[src/rtl/jtexterm_objscan_if.sv]
// Bus bundle for the object scanner: VRAM scan port, GFX ROM slot and line buffer write port.
// The master modport belongs to the scanner; the slave modport faces the memories.
interface jtexterm_objscan_if #(
  parameter int AW  = 13,
  parameter int RAW = 20
);
  logic [AW-1:0]  scan_addr;
  logic [7:0]     scan_dout;
  logic [RAW-1:0] rom_addr;
  logic           rom_cs;
  logic [31:0]    rom_data;
  logic           rom_ok;
  logic [8:0]     buf_addr;
  logic [7:0]     buf_data;
  logic           buf_we;

  modport master (
    output scan_addr, rom_addr, rom_cs, buf_addr, buf_data, buf_we,
    input  scan_dout, rom_data, rom_ok
  );

  modport slave (
    input  scan_addr, rom_addr, rom_cs, buf_addr, buf_data, buf_we,
    output scan_dout, rom_data, rom_ok
  );
endinterface

[src/rtl/jtexterm_objscan.sv]
// Exterminator per-line object scanner: walks the object table on each hs rise and draws 16x16 4bpp hits.
// Define JTEXTERM_OBJ_HFLIP_EN to honour the horizontal flip bit (entry byte 2, bit 7).
module jtexterm_objscan #(
  parameter int             OBJN    = 64,
  parameter int             AW      = 13,
  parameter logic [AW-1:0]  OBJBASE = '0,
  parameter int             RAW     = 20
)(
  input  logic              i_clk,
  input  logic              i_rst,
  input  logic              i_hs,
  input  logic [8:0]        i_vdump,
  output logic              o_busy,
  jtexterm_objscan_if.master bus
);

  localparam logic [2:0] ST_IDLE  = 3'd0;
  localparam logic [2:0] ST_READ  = 3'd1;
  localparam logic [2:0] ST_CHECK = 3'd2;
  localparam logic [2:0] ST_FETCH = 3'd3;
  localparam logic [2:0] ST_DRAW  = 3'd4;
  localparam logic [2:0] ST_DONE  = 3'd5;

  logic [2:0]     r_state;
  logic           r_hs_d;
  logic           r_busy;
  logic [7:0]     r_idx;
  logic [2:0]     r_cnt;
  logic [8:0]     r_vrender;
  logic [7:0]     r_y;
  logic [9:0]     r_code;
  logic [3:0]     r_pal;
  logic [8:0]     r_x;
  logic [3:0]     r_ydiff;
  logic           r_half;
  logic           r_stable;
  logic [31:0]    r_word;
  logic [AW-1:0]  r_scan_addr;
  logic [RAW-1:0] r_rom_addr;
  logic           r_rom_cs;
  logic [8:0]     r_buf_addr;
  logic [7:0]     r_buf_data;
  logic           r_buf_we;
`ifdef JTEXTERM_OBJ_HFLIP_EN
  logic           r_hflip;
`endif

  logic           w_hs_rise;
  logic [7:0]     w_ydiff;
  logic           w_hit;
  logic           w_last;
  logic [7:0]     w_next_idx;
  logic [AW-1:0]  w_next_base;
  logic           w_flip;
  logic [RAW-1:0] w_addr_h0;
  logic [RAW-1:0] w_addr_h1;
  logic [3:0]     w_nib;
  logic [8:0]     w_px;
  logic           w_obj_done;

  assign w_hs_rise   = i_hs & ~r_hs_d;
  assign w_ydiff     = r_vrender[7:0] - r_y;
  assign w_hit       = w_ydiff < 8'd16;
  assign w_last      = r_idx == 8'(OBJN - 1);
  assign w_next_idx  = r_idx + 8'd1;
  assign w_next_base = OBJBASE + AW'({w_next_idx, 2'b00});

  // With flip, half 0 (left 8 pixels) comes from the right half of the ROM row, nibbles reversed.
`ifdef JTEXTERM_OBJ_HFLIP_EN
  assign w_flip = r_hflip;
  assign w_nib  = r_hflip ? r_word[{~r_cnt, 2'b00} +: 4] : r_word[{r_cnt, 2'b00} +: 4];
`else
  assign w_flip = 1'b0;
  assign w_nib  = r_word[{r_cnt, 2'b00} +: 4];
`endif

  assign w_addr_h0 = RAW'({r_code, w_ydiff[3:0], w_flip});
  assign w_addr_h1 = RAW'({r_code, r_ydiff, ~w_flip});
  assign w_px      = r_x + {5'd0, r_half, r_cnt};

  // An object is finished either on a row miss or after the second half has been drawn.
  assign w_obj_done = ((r_state == ST_CHECK) && !w_hit) ||
                      ((r_state == ST_DRAW) && (r_cnt == 3'd7) && r_half);

  assign bus.scan_addr = r_scan_addr;
  assign bus.rom_addr  = r_rom_addr;
  assign bus.rom_cs    = r_rom_cs;
  assign bus.buf_addr  = r_buf_addr;
  assign bus.buf_data  = r_buf_data;
  assign bus.buf_we    = r_buf_we;
  assign o_busy        = r_busy;

  always_ff @(posedge i_clk) begin
    if (i_rst) begin
      r_state     <= ST_IDLE;
      r_hs_d      <= 1'b0;
      r_busy      <= 1'b0;
      r_idx       <= '0;
      r_cnt       <= '0;
      r_vrender   <= '0;
      r_y         <= '0;
      r_code      <= '0;
      r_pal       <= '0;
      r_x         <= '0;
      r_ydiff     <= '0;
      r_half      <= 1'b0;
      r_stable    <= 1'b0;
      r_word      <= '0;
      r_scan_addr <= '0;
      r_rom_addr  <= '0;
      r_rom_cs    <= 1'b0;
      r_buf_addr  <= '0;
      r_buf_data  <= '0;
      r_buf_we    <= 1'b0;
`ifdef JTEXTERM_OBJ_HFLIP_EN
      r_hflip     <= 1'b0;
`endif
    end else begin
      r_hs_d   <= i_hs;
      r_buf_we <= 1'b0;
      if (w_hs_rise) begin
        // A new line always wins, even mid-object; whatever was drawn stays in the buffer.
        r_state     <= ST_READ;
        r_busy      <= 1'b1;
        r_idx       <= '0;
        r_cnt       <= '0;
        r_half      <= 1'b0;
        r_rom_cs    <= 1'b0;
        r_scan_addr <= OBJBASE;
        r_vrender   <= i_vdump + 9'd1;
      end else begin
        case (r_state)
          ST_READ: begin
            // Byte n arrives one clock after its address, so bytes land on counts 1..4.
            case (r_cnt)
              3'd1: r_y <= bus.scan_dout;
              3'd2: r_code[7:0] <= bus.scan_dout;
              3'd3: begin
                r_x[8]       <= bus.scan_dout[6];
                r_code[9:8]  <= bus.scan_dout[5:4];
                r_pal        <= bus.scan_dout[3:0];
`ifdef JTEXTERM_OBJ_HFLIP_EN
                r_hflip      <= bus.scan_dout[7];
`endif
              end
              3'd4: r_x[7:0] <= bus.scan_dout;
              default: ;
            endcase
            if (r_cnt < 3'd3) r_scan_addr <= r_scan_addr + AW'(1);
            if (r_cnt == 3'd4) r_state <= ST_CHECK;
            else r_cnt <= r_cnt + 3'd1;
          end
          ST_CHECK: begin
            if (w_hit) begin
              r_ydiff    <= w_ydiff[3:0];
              r_half     <= 1'b0;
              r_rom_addr <= w_addr_h0;
              r_rom_cs   <= 1'b1;
              r_stable   <= 1'b0;
              r_state    <= ST_FETCH;
            end
          end
          ST_FETCH: begin
            // rom_ok is only trusted once the address has been on the bus for a full clock.
            r_stable <= 1'b1;
            if (r_stable && bus.rom_ok) begin
              r_word   <= bus.rom_data;
              r_rom_cs <= 1'b0;
              r_cnt    <= '0;
              r_state  <= ST_DRAW;
            end
          end
          ST_DRAW: begin
            r_buf_addr <= w_px;
            r_buf_data <= {r_pal, w_nib};
            r_buf_we   <= |w_nib;
            r_cnt      <= r_cnt + 3'd1;
            if (r_cnt == 3'd7 && !r_half) begin
              r_half     <= 1'b1;
              r_rom_addr <= w_addr_h1;
              r_rom_cs   <= 1'b1;
              r_stable   <= 1'b0;
              r_state    <= ST_FETCH;
            end
          end
          default: ;
        endcase

        if (w_obj_done) begin
          if (w_last) begin
            r_state <= ST_DONE;
            r_busy  <= 1'b0;
          end else begin
            r_idx       <= w_next_idx;
            r_cnt       <= '0;
            r_half      <= 1'b0;
            r_scan_addr <= w_next_base;
            r_state     <= ST_READ;
          end
        end
      end
    end
  end

endmodule

[src/flat_wrapper.sv]
// flat-port wrapper written by rule: the top's interface ports become plain ports
module jtexterm_objscan_flat 
#(
  parameter int             OBJN    = 64,
  parameter int             AW      = 13,
  parameter logic [AW-1:0]  OBJBASE = '0,
  parameter int             RAW     = 20
)
  (i_clk, i_rst, i_hs, i_vdump, o_busy, bus_scan_addr, bus_rom_addr, bus_rom_cs, bus_buf_addr, bus_buf_data, bus_buf_we, bus_scan_dout, bus_rom_data, bus_rom_ok);
  jtexterm_objscan_if #(.AW(AW), .RAW(RAW)) bus_i ();
  input  logic i_clk;
  input  logic i_rst;
  input  logic i_hs;
  input  logic [8:0] i_vdump;
  output logic o_busy;
  output wire logic [$bits(bus_i.scan_addr)-1:0] bus_scan_addr;
  output wire logic [$bits(bus_i.rom_addr)-1:0] bus_rom_addr;
  output wire logic [$bits(bus_i.rom_cs)-1:0] bus_rom_cs;
  output wire logic [$bits(bus_i.buf_addr)-1:0] bus_buf_addr;
  output wire logic [$bits(bus_i.buf_data)-1:0] bus_buf_data;
  output wire logic [$bits(bus_i.buf_we)-1:0] bus_buf_we;
  input wire logic [$bits(bus_i.scan_dout)-1:0] bus_scan_dout;
  input wire logic [$bits(bus_i.rom_data)-1:0] bus_rom_data;
  input wire logic [$bits(bus_i.rom_ok)-1:0] bus_rom_ok;
  assign bus_scan_addr = bus_i.scan_addr;
  assign bus_rom_addr = bus_i.rom_addr;
  assign bus_rom_cs = bus_i.rom_cs;
  assign bus_buf_addr = bus_i.buf_addr;
  assign bus_buf_data = bus_i.buf_data;
  assign bus_buf_we = bus_i.buf_we;
  assign bus_i.scan_dout = bus_scan_dout;
  assign bus_i.rom_data = bus_rom_data;
  assign bus_i.rom_ok = bus_rom_ok;
  jtexterm_objscan #(.OBJN(OBJN), .AW(AW), .OBJBASE(OBJBASE), .RAW(RAW)) u_core (.i_clk(i_clk), .i_rst(i_rst), .i_hs(i_hs), .i_vdump(i_vdump), .o_busy(o_busy), .bus(bus_i));
endmodule
[config.mk]
export PLATFORM = sky130hd
export DESIGN_NAME = jtexterm_objscan_flat
export DESIGN_NICKNAME = d
export VERILOG_FILES = /design/src/rtl/jtexterm_objscan_if.sv /design/src/rtl/jtexterm_objscan.sv /design/src/flat_wrapper.sv
export SDC_FILE = /design/constraint.sdc
export NUM_CORES = 1
export LEC_CHECK = 0
export ABC_AREA = 1
export CORE_ASPECT_RATIO = 1.1
export CORE_MARGIN = 5
export CORE_UTILIZATION = 50
export DETAILED_ROUTE_END_ITERATION = 16
export PLACE_DENSITY = 0.76
export SLEW_MARGIN = 30
export SYNTH_ARGS = -nofsm -noshare
export SYNTH_HDL_FRONTEND = slang
export SYNTH_SLANG_ARGS = --single-unit
[constraint.sdc]
create_clock -name i_clk -period 4.39 [get_ports i_clk]
set_clock_uncertainty 0.2 [all_clocks]
set_input_delay 0.878 -clock i_clk [delete_from_list [all_inputs] [get_ports i_clk]]
set_output_delay 0.878 -clock i_clk [all_outputs]
set_load 0.01 [all_outputs]
* After elaboration in Yosys (flattened, before gate mapping)
Index checks and enable logic that the tools add are counted.
** Operators by class
- $mul :: 0
- Add/subtract/negate cells :: 6
- Equal/unequal tests :: 21
- Reductions and logical operators :: 31
- Muxes and demuxes :: 35
- Div/mod/pow operators :: 0
- Shift-type cells :: 1
- Bitwise logic cells :: 5
- $lt $le $gt $ge :: 2
** Operators with widths (count)
- 13-bit two-way mux :: 4
- 20-bit two-way mux :: 2
- 20-bit case mux with 2 select lines :: 1
- 32-bit by 6-bit variable part select with 4-bit output :: 1
- 3-bit two-way mux :: 10
- 3-bit AND reduction :: 6
- 8-bit by 1-bit adder with 8-bit output (second input constant) :: 2
- 13-bit by 1-bit adder with 13-bit output (second input constant) :: 1
- 1-bit two-way mux :: 13
- 3-bit by 2-bit == test with 1-bit output (second input constant) :: 4
- 4-bit by 1-bit != test with 1-bit output (second input constant) :: 3
- 3-bit case mux with 4 select lines :: 1
- 4-bit AND reduction :: 3
- 5-bit AND reduction :: 2
- 9-bit by 4-bit adder with 9-bit output :: 1
- 3-bit == test (second input constant) :: 3
- 3-bit by 1-bit != test with 1-bit output (second input constant) :: 3
- 3-bit case mux with 3 select lines :: 1
- 8-bit by 6-bit == test with 1-bit output (second input constant) :: 1
- 8-bit by 5-bit < comparator with 1-bit output (second input constant) :: 1
- 8-bit subtractor :: 1
- 3-bit by 1-bit == test with 1-bit output (second input constant) :: 2
- 1-bit case mux with 3 select lines :: 2
- 2-bit AND reduction :: 3
- other kinds (19) :: 30
** Word-level totals
- Output and inout bits :: 53
- Memories :: 0
- Logic and storage cells :: 124
- Memory bits (read-only) :: 0
- Bits in writable memories :: 0
- Latch bits :: 0
- Bits of input ports :: 53
- Flip-flop bits (word level) :: 145

* Depth between registers and ports, before layout
Gate-level depths: netlist of run 1.
- Depth in word-level cells :: 7
- Depth in mapped cells :: 19
- Gate-level depth less buffers :: 18

* Worst setup path before layout of run 1
Ideal clock, no wire load.
- Path type :: register to register
- Start point :: register u_core.r_vrender[0]
- End point :: register u_core.r_idx[5]
- Setup time :: 121 ps
- Path slack :: 1975 ps
- Cell stages (with the launch flop) :: 18
- Arrival time :: 2093 ps
- Buffers on the path :: 0
- Period minus slack after synthesis :: 2415 ps
- Data required time :: 4069 ps
- Cell sequence :: dfxtp_1 inv_1 ha_1 fa_1 inv_1 nand2_1 nand2_2 nand3_2 nand3_1 nand2_1 inv_1 nand2_2 o21bai_4 nand2_4 nand3_1 inv_1 nand2_1 o21ai_0
** On the way
- Longest elaborated chain between the ends :: 6
** RTL lines
- start: declaration :: RTL line jtexterm_objscan.sv:29 : logic [8:0] r_vrender;
- start signal: assignment :: RTL line jtexterm_objscan.sv:130 : r_vrender <= i_vdump + 9'd1;
- 8-bit subtractor :: RTL line jtexterm_objscan.sv:62 : assign w_ydiff = r_vrender[7:0] - r_y;
- 8-bit by 5-bit < comparator with 1-bit output :: RTL line jtexterm_objscan.sv:63 : assign w_hit = w_ydiff < 8'd16;
- 1-bit logical NOT :: RTL line jtexterm_objscan.sv:82 : assign w_obj_done = ((r_state == ST_CHECK) && !w_hit) ||
- 1-bit logical AND :: RTL line jtexterm_objscan.sv:82
- 1-bit logical OR :: RTL line jtexterm_objscan.sv:82
- 2-bit AND reduction (no source line)
- end signal: assignment :: RTL line jtexterm_objscan.sv:194 : r_idx <= w_next_idx;
- end: declaration :: RTL line jtexterm_objscan.sv:27 : logic [7:0] r_idx;
Every way passes these cells.
A chain may end at the register's enable or synchronous reset.

* Worst setup path in the final report of run 1
- Start point :: input i_hs
- End point :: register u_core.r_word[30]
** On the way
- Longest elaborated chain between the ends :: 3
** RTL lines
- start: declaration :: RTL line flat_wrapper.sv:13 : input logic i_hs;
- 1-bit AND :: RTL line jtexterm_objscan.sv:61 : assign w_hs_rise = i_hs & ~r_hs_d;
- 1-bit inverter (no source line)
- 3-bit AND reduction (no source line)
- end signal: assignment :: RTL line jtexterm_objscan.sv:167 : r_word <= bus.rom_data;
- end: declaration :: RTL line jtexterm_objscan.sv:37 : logic [31:0] r_word;
Every way passes these cells.

==> metrics, run 1 <==
Clock power frac 47.3%; met1 wire length 6.91 mm; Worst R2R Path Depth 17; Max Cap Viol 0; Commonest cells post-synth 146 x nor2_1, 140 x dfxtp_1, 119 x o21ai_0, 108 x nand2_1, 81 x inv_1; EDFF count, synth 0; total setup buffers inserted after CTS 0; Clk Latency, worst-skew pair 420 ps; R2R Path End u_core.bus.rom_addr[9]; Detailed Route WL 15.4 mm; reg-to-reg setup timing slack 1540 ps; Worst Hold End u_core.r_stable; Post-Synthesis Cell Area 6470 sq um; Reg clk slew, reported paths 60 ps; RR Startpoint u_core.r_vrender[0]; vias in the first global route 5471; hold slack 254 ps; RD Place Congestion 0.844; DR WL met3 870 um; Pleak 3.38 nW; WP data required 4480 ps; Int Power 2.29 mW; global-route wire length before repair 25.7 mm; hold depth 2; crit path capture type register; Layout area overhead 25.6%; slowest stage delay, CP 700 ps; core area 12600 sq um; worst setup path class in -> reg; ant diodes 0; Async SR Flop Fraction 0%; CTS Hold Buffers Added 0; outcome complete, no violations; Min-Delay Startpoint u_core.r_stable; Synth warnings 0; Place WS 894 ps; CTS tree built; Comb pwr share 9.3%; Detail Route Antenna Nets 0; drt drc 0; largest net degree at the start of global routing 83; min Tclk post-route 3020 ps; top-count cell post-synth nor2_1; worst slew pin tran 849 ps; top cell type's share of synthesized area 43.3%; power share of the sequential group 43.4%; grt ovf 0; Slew Limit Fails 0; row count 43; Final Cycle Share 68.8%; synthesized area per cell 7.48 sq um; DPL Wire Length 10.6 mm; top cells by area, synth dfxtp_1 43%, o21ai_0 9.2%, nor2_1 8.5%, nand2_1 6.3%, a21oi_1 4.7%; startpoint types input pin; initial antenna violation count 0; Power, Total 2.99 mW; cts bufs inserted 17; TritonRoute pass-1 iters 5; layout cells sized above 1 7.32%; CP cell instances clkdlybuf4s50_1, inv_1, nor2_2, buf_4, nor3_4, inv_2, o21ai_0, a21oi_1; CTS root buf clkbuf_16; critical-path maximum fanout 38; IO Count 106; setup ws final 1370 ps; Slew HR 43.2%; clk sinks 140; switching pwr 0.707 mW; DR top layer met4; Post-Syn Instances 866; die outline area 15300 sq um; drt wl/cell 13.7 um; register area share after synthesis 43.3%; Hold Crit Class reg -> reg; clk buf depth 2; initial core utilization 51.2%; FMAX 0.331 GHz; H-tree Lvls 4; Final Hold Vio Count 0; buffers added on ports 99; Die H 129 um; Synth area leader dfxtp_1; post-synth cell types 46; # setup viols final 0; Detail Route met2 WL 7.35 mm; IR drop worst, VDD 0.251 mV; critical path data arrival time 3110 ps; detailed-route via count 5847; DRT iter0 DRCs 318; ys flop type dfxtp_1; Slowest-stage cell, CP nor3_4; setup TNS 0 ps; Final nets 1031; flops & latches, synth 140; RSZ-0062 raised after global routing no; PwrDens 368 nW/um^2; Total GRT Usage 20.4%; die width 118 um; switching share of power 23.6%; vias per cell 5.19; post-CTS sizing 0
layout by cell type (no fill, tap or decap), types with 8 or more instances in the layout:
cell type,n
nor2_1,146
dfxtp_1,140
o21ai_0,118
nand2_1,108
clkdlybuf4s50_1,99
inv_1,80
a21oi_1,61
nand3_1,50
xor2_1,20
ha_1,19
clkbuf_16,17
nand4_1,10
clkinv_2,8
buf_4,8
state kept, by name, summed over array words and instances, names as in the netlist, 8 cells and up:
name,cells
u_core.r_word,32
u_core.bus.rom_addr,15
u_core.bus.scan_addr,13
u_core.r_code,10
u_core.bus.buf_addr,9
u_core.r_x,9
u_core.bus.buf_data,8
u_core.r_idx,8
u_core.r_vrender,8
u_core.r_y,8
how the worst max path moves through the flow:
stage                              from           endpoint  slack [ps]  cells past startpoint
finish                             i_hs  u_core.r_word[30]        1370                      8
global route                       i_hs  u_core.r_word[30]        1150                      8
CTS                                i_hs  u_core.r_word[30]        1320                      8
detailed placement                 i_hs  u_core.r_word[30]         890                      8
global placement                   i_hs   u_core.r_word[6]         930                      8
floorplan           u_core.r_vrender[0]    u_core.r_idx[5]        1980                     17
power by group through the flow:
stage	registers [mW]	clock network [mW]	logic, mW
final	1.30	1.42	0.279
after global routing	1.30	1.49	0.309
after CTS	1.30	1.43	0.278
after detailed placement	1.33	0	0.274
after global placement	1.33	0	0.273
after floorplan	1.33	0	0.177
cells by family after synthesis:
family | synth area share (%)
AND/OR/NAND/NOR | 23.5
adder cells (fa/ha/maj) | 4.29
other | 0.0579
multiplexers | 0.348
flip-flops | 43.3
XOR/XNOR | 3.52
buffers and inverters | 7.92
AO/OA/AOI/OAI | 17.0
stage by stage:
stage / utilization [%] / cells / area, sq um
after floorplan: - / 870 / 6490
after detailed placement: 59.7 / 1095 / 7550
final: 64.3 / 1127 / 8130
after global routing: 64.3 / 1127 / 8130
after global placement: 59.7 / 1095 / 7550
after CTS: 64.3 / 1127 / 8130
critical path: cells and delay by family:
kind | cells | cell delay (ps)
compound gates | 2 | 350
simple gates | 2 | 750
buf+inv | 4 | 1120
per-layer routing:
metal,global-route usage (%),vias up
met3,5.37,28
met5,0,-
met1,25.5,2645
met4,8.27,0
li1,-,3017
met2,33.6,157
layout make-up:
cell class,count,area [sq um]
well taps,157,196
repair buffers,107,1050
fillers,1110,4510
clock inverters,14,153
flip-flops and latches,140,2800
multi-input cells,604,3170
clock buffers,18,429
inverters,87,327
(Power assumes the default switching activity.)
==> run 2, diff against run 1 <==
==> constraint.sdc (replaced) <==
create_clock -name i_clk -period 3 [get_ports i_clk]
set_clock_uncertainty 0.2 [all_clocks]
set_input_delay 0.6 -clock i_clk [delete_from_list [all_inputs] [get_ports i_clk]]
set_output_delay 0.6 -clock i_clk [all_outputs]
set_load 0.01 [all_outputs]
==> metrics, run 2 (synthesized netlist as in run 1, its figures left out) <==
worst slew pin tran 558 ps (-291 ps); crit path capture type register; CTS root buf clkbuf_16; Final Cycle Share 91.9%; Final nets 1042 (+1.1%); cts bufs inserted 17 (unchanged); Total GRT Usage 20.9% (+0.55 points); clk buf depth 2 (unchanged); area of the multi-input gates 3170 sq um (unchanged); commonest cells after routing, fill and taps aside 146 x nor2_1, 140 x dfxtp_1, 118 x o21ai_0, 108 x nand2_1, 99 x clkdlybuf4s50_1; FMAX 0.363 GHz; max reg flops 32 (unchanged); Buf/Inv on CP 4 (unchanged); RSZ-0062 raised after global routing no; CTS Hold Buffers Added 0 (unchanged); initial antenna violation count 0 (unchanged); DR WL met3 752 um (-14%); die width 118 um (unchanged); post-CTS sizing 0 (unchanged); Final Hold Vio Count 0 (unchanged); worst setup path class reg -> reg; commonest non-fill, non-tap cell in the layout nor2_1; die outline area 15300 sq um (unchanged); min Tclk post-route 2760 ps; core area 12600 sq um (unchanged); fillcell total 1096 (-1.3%); DR top layer met4; Detailed Route WL 15.7 mm (+1.8%); DPL Wire Length 11.0 mm (+3.7%); global-route wire length before repair 26.4 mm (+2.5%); Hold Crit Class reg -> reg; row count 43 (unchanged); Reg area 2800 sq um (unchanged); Pleak 3.45 nW (+2.0%); Top reg by flops u_core.r_word; TritonRoute pass-1 iters 7 (+2); ant diodes 0 (unchanged); Detail Route Antenna Nets 0 (unchanged); CP cell instances inv_1, ha_1, fa_1, inv_1, nand2_1, nand2_2, nand3_1, nand2_1, nand2_1, inv_1, nand2_2, o21bai_4, nand2_4, nand3_1, inv_1, nand2_1, o21ai_0; Place WS 338 ps (-555 ps); Power, Total 4.43 mW (+48%); Worst R2R Path Depth 17 (unchanged); Detail Route met2 WL 7.42 mm (+0.94%); drt drc 0 (unchanged); critical-path maximum fanout 9 (-76%); total setup buffers inserted after CTS 0 (unchanged); grt ovf 0 (unchanged); Layout area overhead 27.3%; critical path data arrival time 2850 ps (-260 ps); fin util 65.2% (+0.88 points); setup TNS 0 ps (unchanged); Slew HR 62.8% (+20 points); detailed-route via count 5890 (+0.74%); Reg clk slew, reported paths 60 ps (about the same); hold depth 2 (unchanged); Slowest-stage cell, CP fa_1; DRT iter0 DRCs 245 (-23%); setup ws final 244 ps (-1120 ps); WP data required 3090 ps (-1390 ps); hold slack 249 ps (-4.24 ps); Die H 129 um (unchanged); vias per cell 5.18 (-0.24%); IO Count 106 (unchanged); startpoint types register; Max Cap Viol 0 (unchanged); buffers added on ports 99 (unchanged); largest net degree at the start of global routing 56 (-33%); IR drop worst, VDD 0.343 mV (+36%); # setup viols final 0 (unchanged); layout cells sized above 1 8.15% (+0.84 points); CP top delay family simple AND/OR/NAND/NOR gates; RD Place Congestion 0.898 (+6.4%); met1 wire length 7.23 mm (+4.6%); drt wl/cell 13.8 um (+0.86%); vias in the first global route 5557 (+1.6%); clk sinks 140 (unchanged); outcome complete, no violations; Crit path depth 17 (+9); Slew Limit Fails 0 (unchanged); Clk Latency, worst-skew pair 420 ps (about the same); initial core utilization 51.2% (unchanged); H-tree Lvls 4 (unchanged); PwrDens 538 nW/um^2 (+46%); slowest stage delay, CP 400 ps (-300 ps); CTS tree built
run 2: cell types whose count changed in the layout (fill, tap and decap cells not counted):
cell / delta
buf_4: +11
bufinv_16: -1
clkbuf_1: +2
clkbuf_8: +7
clkinv_2: -6
clkinvlp_4: -2
run 2: worst paths after layout:
path,start,end,slack [ps]
hold reg to reg,u_core.r_stable,u_core.r_stable,250
setup reg to reg,u_core.r_vrender[0],u_core.bus.scan_addr[3],240
hold / removal,u_core.r_stable,u_core.r_stable,250
setup / recovery,u_core.r_vrender[0],u_core.bus.scan_addr[3],240
run 2: metrics by stage:
| step | cells | area [sq um] |
|---|---|---|
| after floorplan | 870 | 6490 |
| after global placement | 1106 | 7630 |
| after detailed placement | 1106 | 7630 |
| after CTS | 1138 | 8240 |
| after global routing | 1138 | 8240 |
| final | 1138 | 8240 |
run 2: worst reg2reg max path, delay by kind of cell, from the launching register on:
| family | cells | cell delay (ps) |
|---|---|---|
| buffers and inverters | 4 | 320 |
| AO/OA/AOI/OAI | 2 | 300 |
| adder cells (fa/ha/maj) | 2 | 610 |
| flip-flops | 1 | 310 |
| AND/OR/NAND/NOR | 9 | 900 |
run 2: report_power, final:
part | internal [mW] | leakage, nW | total, mW | switching (mW)
Combinational | 0.174 | 2.02 | 0.410 | 0.236
Sequential | 1.88 | 1.13 | 1.90 | 0.0190
Clock | 1.38 | 0.300 | 2.12 | 0.745
Total | 3.44 | 3.45 | 4.43 | 1.00
run 2: final cells by class:
class	count	share of cell area, %
clock buffer	27	6.47
clock inverter	5	0.941
inverter	87	3.96
multi-input combinational	604	38.5
sequential	140	34.0
tap	157	2.38
timing repair buffer	118	13.8
run 2: layer usage:
metal  up-vias  track usage [%]
li1       3042                -
met1      2675             27.1
met2       142             33.9
met3        31             4.93
met4         0             8.47
met5         -                0
==> run 3, diff against run 2 <==
--- a/config.mk
+++ b/config.mk
@@ -9,6 +9,7 @@
 export CORE_ASPECT_RATIO = 1.1
 export CORE_MARGIN = 5
 export CORE_UTILIZATION = 50
+export CTS_CLUSTER_DIAMETER = 200
 export DETAILED_ROUTE_END_ITERATION = 16
 export PLACE_DENSITY = 0.76
 export SLEW_MARGIN = 30
==> results of run 3 <==
No change in the layout: final DEF, timing and power equal those of run 2.
==> RTL edit, RTL diff (settings of run 2) <==
Add an input register stage for `i_hs` and `i_vdump`, without a reset; this delays them by one clock. The other inputs are not delayed to match.
--- a/src/rtl/jtexterm_objscan.sv
+++ b/src/rtl/jtexterm_objscan.sv
@@ -22,2 +22,10 @@
   localparam logic [2:0] ST_DONE  = 3'd5;
+
+  logic i_hs_q;
+  logic [8:0] i_vdump_q;
+
+  always_ff @(posedge i_clk) begin
+    i_hs_q    <= i_hs;
+    i_vdump_q <= i_vdump;
+  end
 
@@ -60,3 +68,3 @@
 
-  assign w_hs_rise   = i_hs & ~r_hs_d;
+  assign w_hs_rise   = i_hs_q & ~r_hs_d;
   assign w_ydiff     = r_vrender[7:0] - r_y;
@@ -118,3 +126,3 @@
     end else begin
-      r_hs_d   <= i_hs;
+      r_hs_d   <= i_hs_q;
       r_buf_we <= 1'b0;
@@ -129,3 +137,3 @@
         r_scan_addr <= OBJBASE;
-        r_vrender   <= i_vdump + 9'd1;
+        r_vrender   <= i_vdump_q + 9'd1;
       end else begin
Behaviour: not the same (Yosys sat finds a counterexample within 4 cycles, from zero or initial values and one cycle with i_rst high).
==> RTL edit against run 2 <==
Worst setup slack better by 94 ps. Critical path depth stayed put. Total power is 8.0% higher. Routed wire length is 0.98% lower. Synthesized area is 4.7% higher. Design area is 3.4% higher. Utilization is 0.93 points lower. Cell count is 2.9% higher. Sequential cell count is 9 higher. Critical endpoint is now u_core.bus.rom_addr[5].
==> RTL edit: results <==
export IMPL_wl_met2_mm=7.51
export IMPL_wl_mm=15.6
export IMPL_synthTopCellsByCount="dfxtp_1, nor2_1, o21ai_0, nand2_1, inv_1"
export IMPL_r2r_slack_ps=340
export IMPL_synth_seq_area_share=0.440
export IMPL_viasPerCell=4.96
export IMPL_crit_path_max_fanout=12
export IMPL_grt_pass1_vias=5474
export IMPL_fillers=1169
export IMPL_slew_headroom=0.565
export IMPL_holdWs_ps=249
export IMPL_use_met3=0.0386
export IMPL_globalRouteMet2Util=0.319
export IMPL_post_route_min_period_ps=2660
export IMPL_grt_usage=0.199
export IMPL_grt_max_degree=83
export IMPL_yosysUniqueCellTypes=51
export IMPL_status="finished clean"
export IMPL_layout_cells_non_filler=1171
export IMPL_syn_inst=887
export IMPL_wl_met1_mm=7.04
export IMPL_peakVddDrop_mv=0.374
export IMPL_placed_area_sq_um=7890
export IMPL_p_leak_uw=0.00350
export IMPL_grt_use_met1=0.260
export IMPL_synth_most_common_cell="dfxtp_1"
export IMPL_drive_gt1_frac=0.0760
export IMPL_wl_met3_um=730
RTL edit: changes by cell type after synthesis, sizes merged, moves of 5 or more:
cell,before,now
dfxtp,140,149
inv,87,100
a21oi,62,67
nor2,150,145
RTL edit: cell type report:
| cell class | count | area (sq um) | share of cell area |
|---|---|---|---|
| Sequential cell | 149 | 2980 | 0.350 |
| Clock inverter | 8 | 174 | 0.0204 |
| Multi-Input combinational cell | 601 | 3230 | 0.379 |
| Inverter | 100 | 375 | 0.0440 |
| Tap cell | 184 | 230 | 0.0270 |
| Clock buffer | 21 | 460 | 0.0540 |
| Timing Repair Buffer | 108 | 1070 | 0.126 |
RTL edit: worst paths after layout:
kind	startpoint	end	cells after the start
setup / recovery	u_core.r_vrender[0]	u_core.bus.rom_addr[5]	17
hold / removal	u_core.r_ydiff[1]	u_core.r_ydiff[1]	2
setup reg to reg	u_core.r_vrender[0]	u_core.bus.rom_addr[5]	17
hold reg to reg	u_core.r_ydiff[1]	u_core.r_ydiff[1]	2
RTL edit: worst max-delay path, delay by kind of cell (launching register included):
kind,cells,cell delay [ps]
buf+inv,3,310
flops,1,290
simple gates,12,1230
fa+ha+maj,2,540
RTL edit: power breakdown:
group	internal, uW	total, uW	switching, uW	leakage [uW]
logic	190	438	248	0.00199
registers	2010	2040	29.6	0.00121
clock network	1510	2310	801	0.000302
total	3710	4790	1080	0.00350
RTL edit: kinds of logic after synthesis:
kind of cell / after synthesis / synth area share
xor gates and xnor gates: 29 / 0.0386
buffers and inverters: 141 / 0.0860
AOI/OAI and AO/OA: 208 / 0.165
adders and majority gates: 21 / 0.0410
other: 1 / 0.000553
and+or+nand+nor: 338 / 0.229
DFF: 149 / 0.440
RTL edit: repair_timing:
action | CTS | global route
endpoints found under the setup margin | 0 | 5
gates resized for setup | 0 | 1
buffers inserted | 0 | 0
